==> src/rtl/fp_sub_seq.sv <==
// Multi-cycle IEEE-754 single-precision subtractor c = a - b.
// Handles subnormals, RNE rounding, overflow to infinity and NaN/inf operands.
module fp_sub_seq #(
    parameter logic [31:0] QNAN  = 32'h7FC0_0000,
    parameter int          MAXSH = 27
) (
    input  logic        clk,
    input  logic        rst,
    input  logic        start,
    input  logic [32:1] a,
    input  logic [32:1] b,
    output logic        busy,
    output logic        done,
    output logic [32:1] c
);
    localparam logic [2:0] S_IDLE   = 3'd0;
    localparam logic [2:0] S_UNPACK = 3'd1;
    localparam logic [2:0] S_ALIGN  = 3'd2;
    localparam logic [2:0] S_ADD    = 3'd3;
    localparam logic [2:0] S_NORM   = 3'd4;
    localparam logic [2:0] S_ROUND  = 3'd5;
    localparam logic [2:0] S_DONE   = 3'd6;
    localparam logic [9:0] MAXSH_W  = 10'(MAXSH);

    logic [2:0]  state;
    logic [32:1] opa, opb;       // opb holds -b
    logic        xs, ys;
    logic [9:0]  e, ye;          // e is X's exponent, later the working exponent
    logic [26:0] m, ym;          // {mantissa, G, R, S}
    logic [31:0] res;

    // operand classification and magnitude ordering
    logic        a_nan, b_nan, a_inf, b_inf, a_big;
    logic [7:0]  a_ee, b_ee;
    logic [23:0] a_m, b_m;
    assign a_nan = (opa[31:24] == 8'hFF) && (opa[23:1] != '0);
    assign b_nan = (opb[31:24] == 8'hFF) && (opb[23:1] != '0);
    assign a_inf = (opa[31:24] == 8'hFF) && (opa[23:1] == '0);
    assign b_inf = (opb[31:24] == 8'hFF) && (opb[23:1] == '0);
    assign a_ee  = (opa[31:24] == 8'd0) ? 8'd1 : opa[31:24];
    assign b_ee  = (opb[31:24] == 8'd0) ? 8'd1 : opb[31:24];
    assign a_m   = {(opa[31:24] != 8'd0), opa[23:1]};
    assign b_m   = {(opb[31:24] != 8'd0), opb[23:1]};
    assign a_big = {a_ee, a_m} >= {b_ee, b_m};

    // alignment: everything shifted past the S position folds into sticky
    logic [9:0]  dexp;
    logic [4:0]  sh;
    logic [53:0] ysh;
    logic [26:0] yal;
    assign dexp = e - ye;
    assign sh   = (dexp >= MAXSH_W) ? MAXSH_W[4:0] : dexp[4:0];
    assign ysh  = {ym, 27'd0} >> sh;
    assign yal  = {ysh[53:28], ysh[27] | (|ysh[26:0])};

    logic [27:0] sum;
    assign sum = (xs == ys) ? ({1'b0, m} + {1'b0, ym}) : ({1'b0, m} - {1'b0, ym});

    // round to nearest even on {G,R,S}
    logic        rinc;
    logic [24:0] mr;
    logic [23:0] mf;
    logic [9:0]  er;
    logic [31:0] rnd;
    assign rinc = m[2] & (m[1] | m[0] | m[3]);
    assign mr   = {1'b0, m[26:3]} + {24'd0, rinc};
    assign mf   = mr[24] ? mr[24:1] : mr[23:0];
    assign er   = e + {9'd0, mr[24]};

    always_comb begin
        rnd = {xs, (mf[23] ? er[7:0] : 8'd0), mf[22:0]};
        if (er >= 10'd255)
            rnd = {xs, 8'hFF, 23'd0};
    end

    always_ff @(posedge clk) begin
        if (rst) begin
            state <= S_IDLE;
            busy  <= 1'b0;
            done  <= 1'b0;
            c     <= '0;
            opa   <= '0;
            opb   <= '0;
            xs    <= 1'b0;
            ys    <= 1'b0;
            e     <= '0;
            ye    <= '0;
            m     <= '0;
            ym    <= '0;
            res   <= '0;
        end else begin
            done <= 1'b0;
            case (state)
                S_IDLE: begin
                    if (start) begin
                        opa   <= a;
                        opb   <= {~b[32], b[31:1]};
                        busy  <= 1'b1;
                        state <= S_UNPACK;
                    end
                end
                S_UNPACK: begin
                    if (a_nan || b_nan || (a_inf && b_inf && (opa[32] != opb[32]))) begin
                        res   <= QNAN;
                        busy  <= 1'b0;
                        state <= S_DONE;
                    end else if (a_inf || b_inf) begin
                        res   <= {(a_inf ? opa[32] : opb[32]), 8'hFF, 23'd0};
                        busy  <= 1'b0;
                        state <= S_DONE;
                    end else begin
                        xs    <= a_big ? opa[32] : opb[32];
                        ys    <= a_big ? opb[32] : opa[32];
                        e     <= {2'b0, (a_big ? a_ee : b_ee)};
                        ye    <= {2'b0, (a_big ? b_ee : a_ee)};
                        m     <= {(a_big ? a_m : b_m), 3'b000};
                        ym    <= {(a_big ? b_m : a_m), 3'b000};
                        state <= S_ALIGN;
                    end
                end
                S_ALIGN: begin
                    ym    <= yal;
                    state <= S_ADD;
                end
                S_ADD: begin
                    if (sum == '0) begin
                        // only -0 + -0 keeps a negative sign
                        res   <= {(xs & ys), 31'd0};
                        busy  <= 1'b0;
                        state <= S_DONE;
                    end else if (sum[27]) begin
                        m     <= {sum[27:2], sum[1] | sum[0]};
                        e     <= e + 10'd1;
                        state <= S_ROUND;
                    end else begin
                        m     <= sum[26:0];
                        state <= (sum[26] || (e <= 10'd1)) ? S_ROUND : S_NORM;
                    end
                end
                S_NORM: begin
                    m     <= {m[25:0], 1'b0};
                    e     <= e - 10'd1;
                    state <= (m[25] || (e <= 10'd2)) ? S_ROUND : S_NORM;
                end
                S_ROUND: begin
                    res   <= rnd;
                    busy  <= 1'b0;
                    state <= S_DONE;
                end
                S_DONE: begin
                    c     <= res;
                    done  <= 1'b1;
                    state <= S_IDLE;
                end
                default: begin
                    busy  <= 1'b0;
                    state <= S_IDLE;
                end
            endcase
        end
    end
endmodule

==> config.mk <==
export PLATFORM = sky130hd
export DESIGN_NAME = fp_sub_seq
export DESIGN_NICKNAME = d
export VERILOG_FILES = /design/src/rtl/fp_sub_seq.sv
export SDC_FILE = /design/constraint.sdc
export NUM_CORES = 1
export LEC_CHECK = 0
export BUFFER_PORTS_ARGS = -buffer_cell sky130_fd_sc_hd__buf_2
export CAP_MARGIN = 20
export CORE_MARGIN = 1
export CORE_UTILIZATION = 40
export CTS_BUF_LIST = sky130_fd_sc_hd__clkbuf_4 sky130_fd_sc_hd__clkbuf_8
export CTS_CLUSTER_DIAMETER = 50
export DETAILED_ROUTE_END_ITERATION = 8
export PLACE_DENSITY = 0.59
export SLEW_MARGIN = 0
export SYNTH_ARGS = -nofsm -noshare
export SYNTH_HDL_FRONTEND = slang
export SYNTH_SLANG_ARGS = --single-unit
export TNS_END_PERCENT = 50
==> constraint.sdc <==
create_clock -name clk -period 6.1 [get_ports clk]
set_input_delay 1.22 -clock clk [delete_from_list [all_inputs] [get_ports clk]]
set_output_delay 1.22 -clock clk [all_outputs]
set_load 0.02 [all_outputs]
# == Yosys cells after proc, flatten, opt, wreduce, memory -nomap -nowiden ==
# Index checks and enable logic that the tools add are counted.
# classes
addsub,7
order_cmp,5
eq_ne,17
n_shift,1
muxes,45
bitwise_logic,10
reduce_logical,33
# op_table
op,count
$mux W27,6
$mux W32,3
$pmux W32 S3,1
$pmux W27 S3,1
$mux W24,3
$pmux W27 S2,1
$shr A54 B5 Y54,1
$logic_not A23 Y1,2
$reduce_bool A23 Y1,2
$mux W10,4
$mux W8,5
$ge A32 B32 Y1,1
$mux W31,1
$pmux W10 S3,1
$add A27 B27 Y28,1
$logic_not A28 Y1,1
$mux W28,1
$sub A27 B27 Y28,1
$reduce_or A27 Y1,1
$add A24 B1 Y25,1
$pmux W3 S6,1
$eq A8 B8 Y1 const B,2
$logic_not A8 Y1,2
$reduce_bool A8 Y1,2
other kinds (33),73
# totals
reg_bits,207
inputBits,67
out_inout_bits,34
elab_cells,131

# == Longest topological paths before layout ==
# depth
ltp_word,8
mapped_depth,23
mapped_depth_nobuf,20

# == Worst setup path before layout ==
# No wires, ideal clock.
# synth_timing
path_kind,register to register
from,register ym[7]
to,register res[11]
setup_ns,0.146
t_arrival_ns,5.159
required_ns,5.954
setup_slack_ns,0.795
path_stages_with_launch,22
n_path_buf,3
synth_period_minus_slack_ns,5.305
cell_sequence,dfxtp_1 buf_2 or4_1 or2_2 or3_1 or2_2 o21ai_0 xnor2_1 ha_1 a21o_1 a21o_1 a21oi_1 nand2_1 or4_1 a211o_1 and3_1 buf_6 nor4_2 a32o_2 or2_1 buf_6 o22ai_2
# synth_via
elab_chain_len,5
# synth_rtl
element,line_no,source
"start, declared",29,"logic [26:0] m, ym;"
"start signal, assigned",117,"ym <= {(a_big ? b_m : a_m), 3'b000};"
"start signal, assigned",122,ym <= yal;
$sub A27 B27 Y28 or $add A27 B27 Y28 (tied branches),57,"assign sum = (xs == ys) ? ({1'b0, m} + {1'b0, ym}) : ({1'b0, m} - {1'b0, ym});"
$mux W28 (*),57,
$logic_not A28 Y1 (*),126,if (sum == '0) begin
$ne A2 B2 Y1 (no line) (*),--,
$reduce_and A3 Y1 (no line) (*),--,
"end signal, assigned",108,"res <= {(a_inf ? opa[32] : opb[32]), 8'hFF, 23'd0};"
"end signal, assigned",128,"res <= {(xs & ys), 31'd0};"
"end signal, assigned",146,res <= rnd;
"end, declared",30,logic [31:0] res;
# Mark *: on every way between the ends. The rest lies on a longest branch, timed or not.
# A chain may end at the register's enable or synchronous reset.

# == Worst setup path in the final report ==
# layout_timing
from,register ym[8]
to,register m[10]
# layout_via
elab_chain_len,5
# layout_rtl
element,line_no,source
$sub A27 B27 Y28 or $add A27 B27 Y28 (tied branches),57,
$mux W28 (*),57,
$logic_not A28 Y1 or $mux W27 (tied branches),"126, 131",
$ne A2 B2 Y1 (no line) or $mux W27 (tied branches),--,
$reduce_and A4 Y1 (no line) or $pmux W27 S3 (tied branches),--,
"end signal, assigned",132,"m <= {sum[27:2], sum[1] | sum[0]};"
"end signal, assigned",136,m <= sum[26:0];
"end signal, assigned",141,"m <= {m[25:0], 1'b0};"
"end, declared",29,
# Mark *: on every way between the ends. The rest lies on a longest branch, timed or not. The select of a mux whose other input is x is not followed.

==> qor.yml <==
multiInputGateArea_um2: 10880
worstHoldStart: "res[1]"
grt_first_pass_wirelength_um: 92630
syn_area_um2: 16020
grt_max_degree: 102
wl_um: 59890
cts_buffers: 39
path_class: "flip-flop to flip-flop"
clockBufferDepth: 3
place_hpwl_um: 44880
async_flop_share_pct: 0
fin_nets: 2427
grt_pass1_vias: 15980
post-route-period-util_pct: 95.19
pre_cts_slack_ns: 0.1965
wl_per_cell_um: 21.19
synthCells: 2242
hold_end: "c[2]"
placed_cells: 2757
relSlewSlack_pct: 28.62
start_kind: "flip-flop"
post-cts-setup-buffers: 0
drt-initial-drc-count: 1847
firstDrtPassIters: 6
antenna_cells: 0
grt_overflow: 0
syn_nets: 2387
cts.clk_slew.worst_paths_ns: 0.06
grt_usage_pct: 28.64
crit_required_ns: 6.57
status: "finished, final reports clean"
clock-sinks: 207
mostFrequentLayoutCell: "nand2_1"
fill_cells: 4077
coreArea_um2: 39100
hold_viol_final: 0
layout_setup_ws_ns: 0.2934
io_buffer_count: 100
fmax_mhz: 172.2
synth-edff-count: 0
maxCapViolations: 0
drc_errors: 0
layout_min_cycle_time_ns: 5.807
regArea_um2: 4144
ys.flop_type: "dfxtp_1"
worstSkewPairLatency_ns: 0.57
fin_setup_tns_ns: 0
initial_core_util_pct: 40.98
num_io_pins: 101
ys_seq_area_share_pct: 25.86
die_x_um: 202.1
yosysWarningCount: 0
reg2reg_setup_slack_ns: 0.29
setup_viol: 0
r2r_start: "ym[8]"
cp-end-kind: "flip-flop"
drv_slew: 0
layout_common_cells: "nand2_1, a21oi_1, dfxtp_1"
drt-vias-per-instance: 6.069
h-tree-depth: 2
die_y_um: 202.1
worst_r2r_path_depth: 20
cp_max_fo: 17
antenna_found_initial: 0
netlist-cell-type-count: 87
worst_pin_slew_ns: 1.071
avgSynthCellArea_um2: 7.147
stdcell_count: 2827
place.gp.congestion: 0.9794
cts_tree: "built"
synth_seq_cells: 207
holdCritPathClass: "flip-flop to flip-flop"
vias: 17160
drive_gt1_share_pct: 14.16
crit_arrival_ns: 6.27
cts_root_buffer: "clkbuf_8"
clock_skew_ns: 0.02298
die_area_um2: 40860
areaGrowthSynthToFinish_pct: 12.31
drtAntennaViolNets: 0
num_rows: 72
r2r_end: "m[10]"
rsz0062_at_grt: "no"
whs_path_depth: 2
-- repair_timing --
action,CTS,global route
setup endpoints to repair,0,21
hold buffers,0,0
resized for setup,0,4
-- cells in the mapped netlist (11+ instances only) --
| library cell | instances | area [µm²] |
|---|---|---|
| a311oi_1 | 16 | 140.1 |
| nand2_1 | 385 | 1445 |
| nor4_1 | 23 | 143.9 |
| o211ai_1 | 15 | 112.6 |
| dfxtp_1 | 207 | 4144 |
| a211oi_1 | 23 | 172.7 |
| a221oi_1 | 17 | 148.9 |
| o22ai_1 | 28 | 175.2 |
| nor2_1 | 188 | 705.7 |
| a21o_1 | 33 | 247.7 |
| o21a_1 | 11 | 82.58 |
| ha_1 | 76 | 950.9 |
| o221ai_1 | 11 | 96.34 |
| a21oi_1 | 258 | 1291 |
| a31oi_1 | 19 | 118.9 |
| inv_1 | 87 | 326.6 |
| a211oi_2 | 15 | 187.7 |
| xnor2_1 | 58 | 508.0 |
| o31ai_1 | 11 | 82.58 |
| nand3_1 | 55 | 275.3 |
| mux2_2 | 12 | 135.1 |
| or3_1 | 17 | 106.4 |
| mux2i_1 | 56 | 560.5 |
| xor2_1 | 22 | 192.7 |
| nor3_1 | 45 | 225.2 |
| nand4_1 | 28 | 175.2 |
| and3_1 | 22 | 137.6 |
| nand2b_1 | 22 | 137.6 |
| o21ai_0 | 116 | 580.6 |
| clkbuf_1 | 156 | 585.6 |
-- sequential cells by signal, summed over array words and instances, names as in the netlist --
signal	flops
done	1
opb	32
opa	32
xs	1
e	10
ys	1
c	32
ym	27
state	3
ye	8
m	27
res	32
busy	1
-- kinds of logic after synthesis --
logic type                 Yosys count  synth area share [%]
muxes                               68                 4.342
xor gates and xnor gates            80                 4.373
buffers and inverters              266                 6.638
adders and majority gates           78                 6.185
DFF                                207                 25.86
and+or+nand+nor                    846                 24.00
AOI/OAI and AO/OA                  697                 28.60
-- how the worst max path moves through the flow --
stage                     startpoint       to  slack, ns  cells past startpoint
after floorplan                ym[7]  res[11]       0.79                     21
after global placement         ym[8]   res[1]       0.36                     18
after detailed placement       ym[8]   res[1]       0.20                     18
after CTS                      ym[8]   res[1]       0.18                     18
after global routing          ym[10]    m[23]     0.0009                     21
final                          ym[8]    m[10]       0.29                     20
-- final cells by class --
class	count	share of cell area (%)
inverter	87	1.815
sequential	207	23.03
multi-input combinational	1769	60.44
clock inverter	9	0.5910
tap	518	3.601
clock buffer	59	4.234
timing repair buffer	178	6.292
-- metrics by stage --
stage          instance area, µm²  hold slack (ns)  util [%]
4_1_cts                     17940           0.4437     45.88
3_5_place_dp                17070           0.4435     43.66
5_1_grt                     18000           0.4673     46.03
6_report                    18000           0.4402     46.03
2_1_floorplan               16020           0.4286         -
3_3_place_gp                17070           0.4387     43.66
-- critical path: stages, from the launching register on --
cell and delay (ns):
dfxtp_1 0.41, or4_1 0.55, or2_2 0.35, or3_1 0.38, or2_2 0.29, o21ai_0 0.19, xnor2_1 0.15, ha_2 0.34
a21o_1 0.17, a21o_1 0.16, a21oi_1 0.22, nand2_1 0.12, or4_1 0.62, a211o_1 0.36, and3_1 0.18, buf_4 0.21
nor2_4 0.16, nand4_2 0.09, and2_1 0.23, buf_4 0.26, o211a_1 0.24
-- routing by layer --
metal	vias up	track usage, %	routed length, µm
met4	0	12.76	2634
li1	8145	-	-
met2	804	44.70	26380
met3	160	4.499	4554
met5	-	0	0
met1	8047	38.80	26320
Power is not shown: default switching activity piles up to over one toggle a cycle in this logic, so the estimate is an artifact.
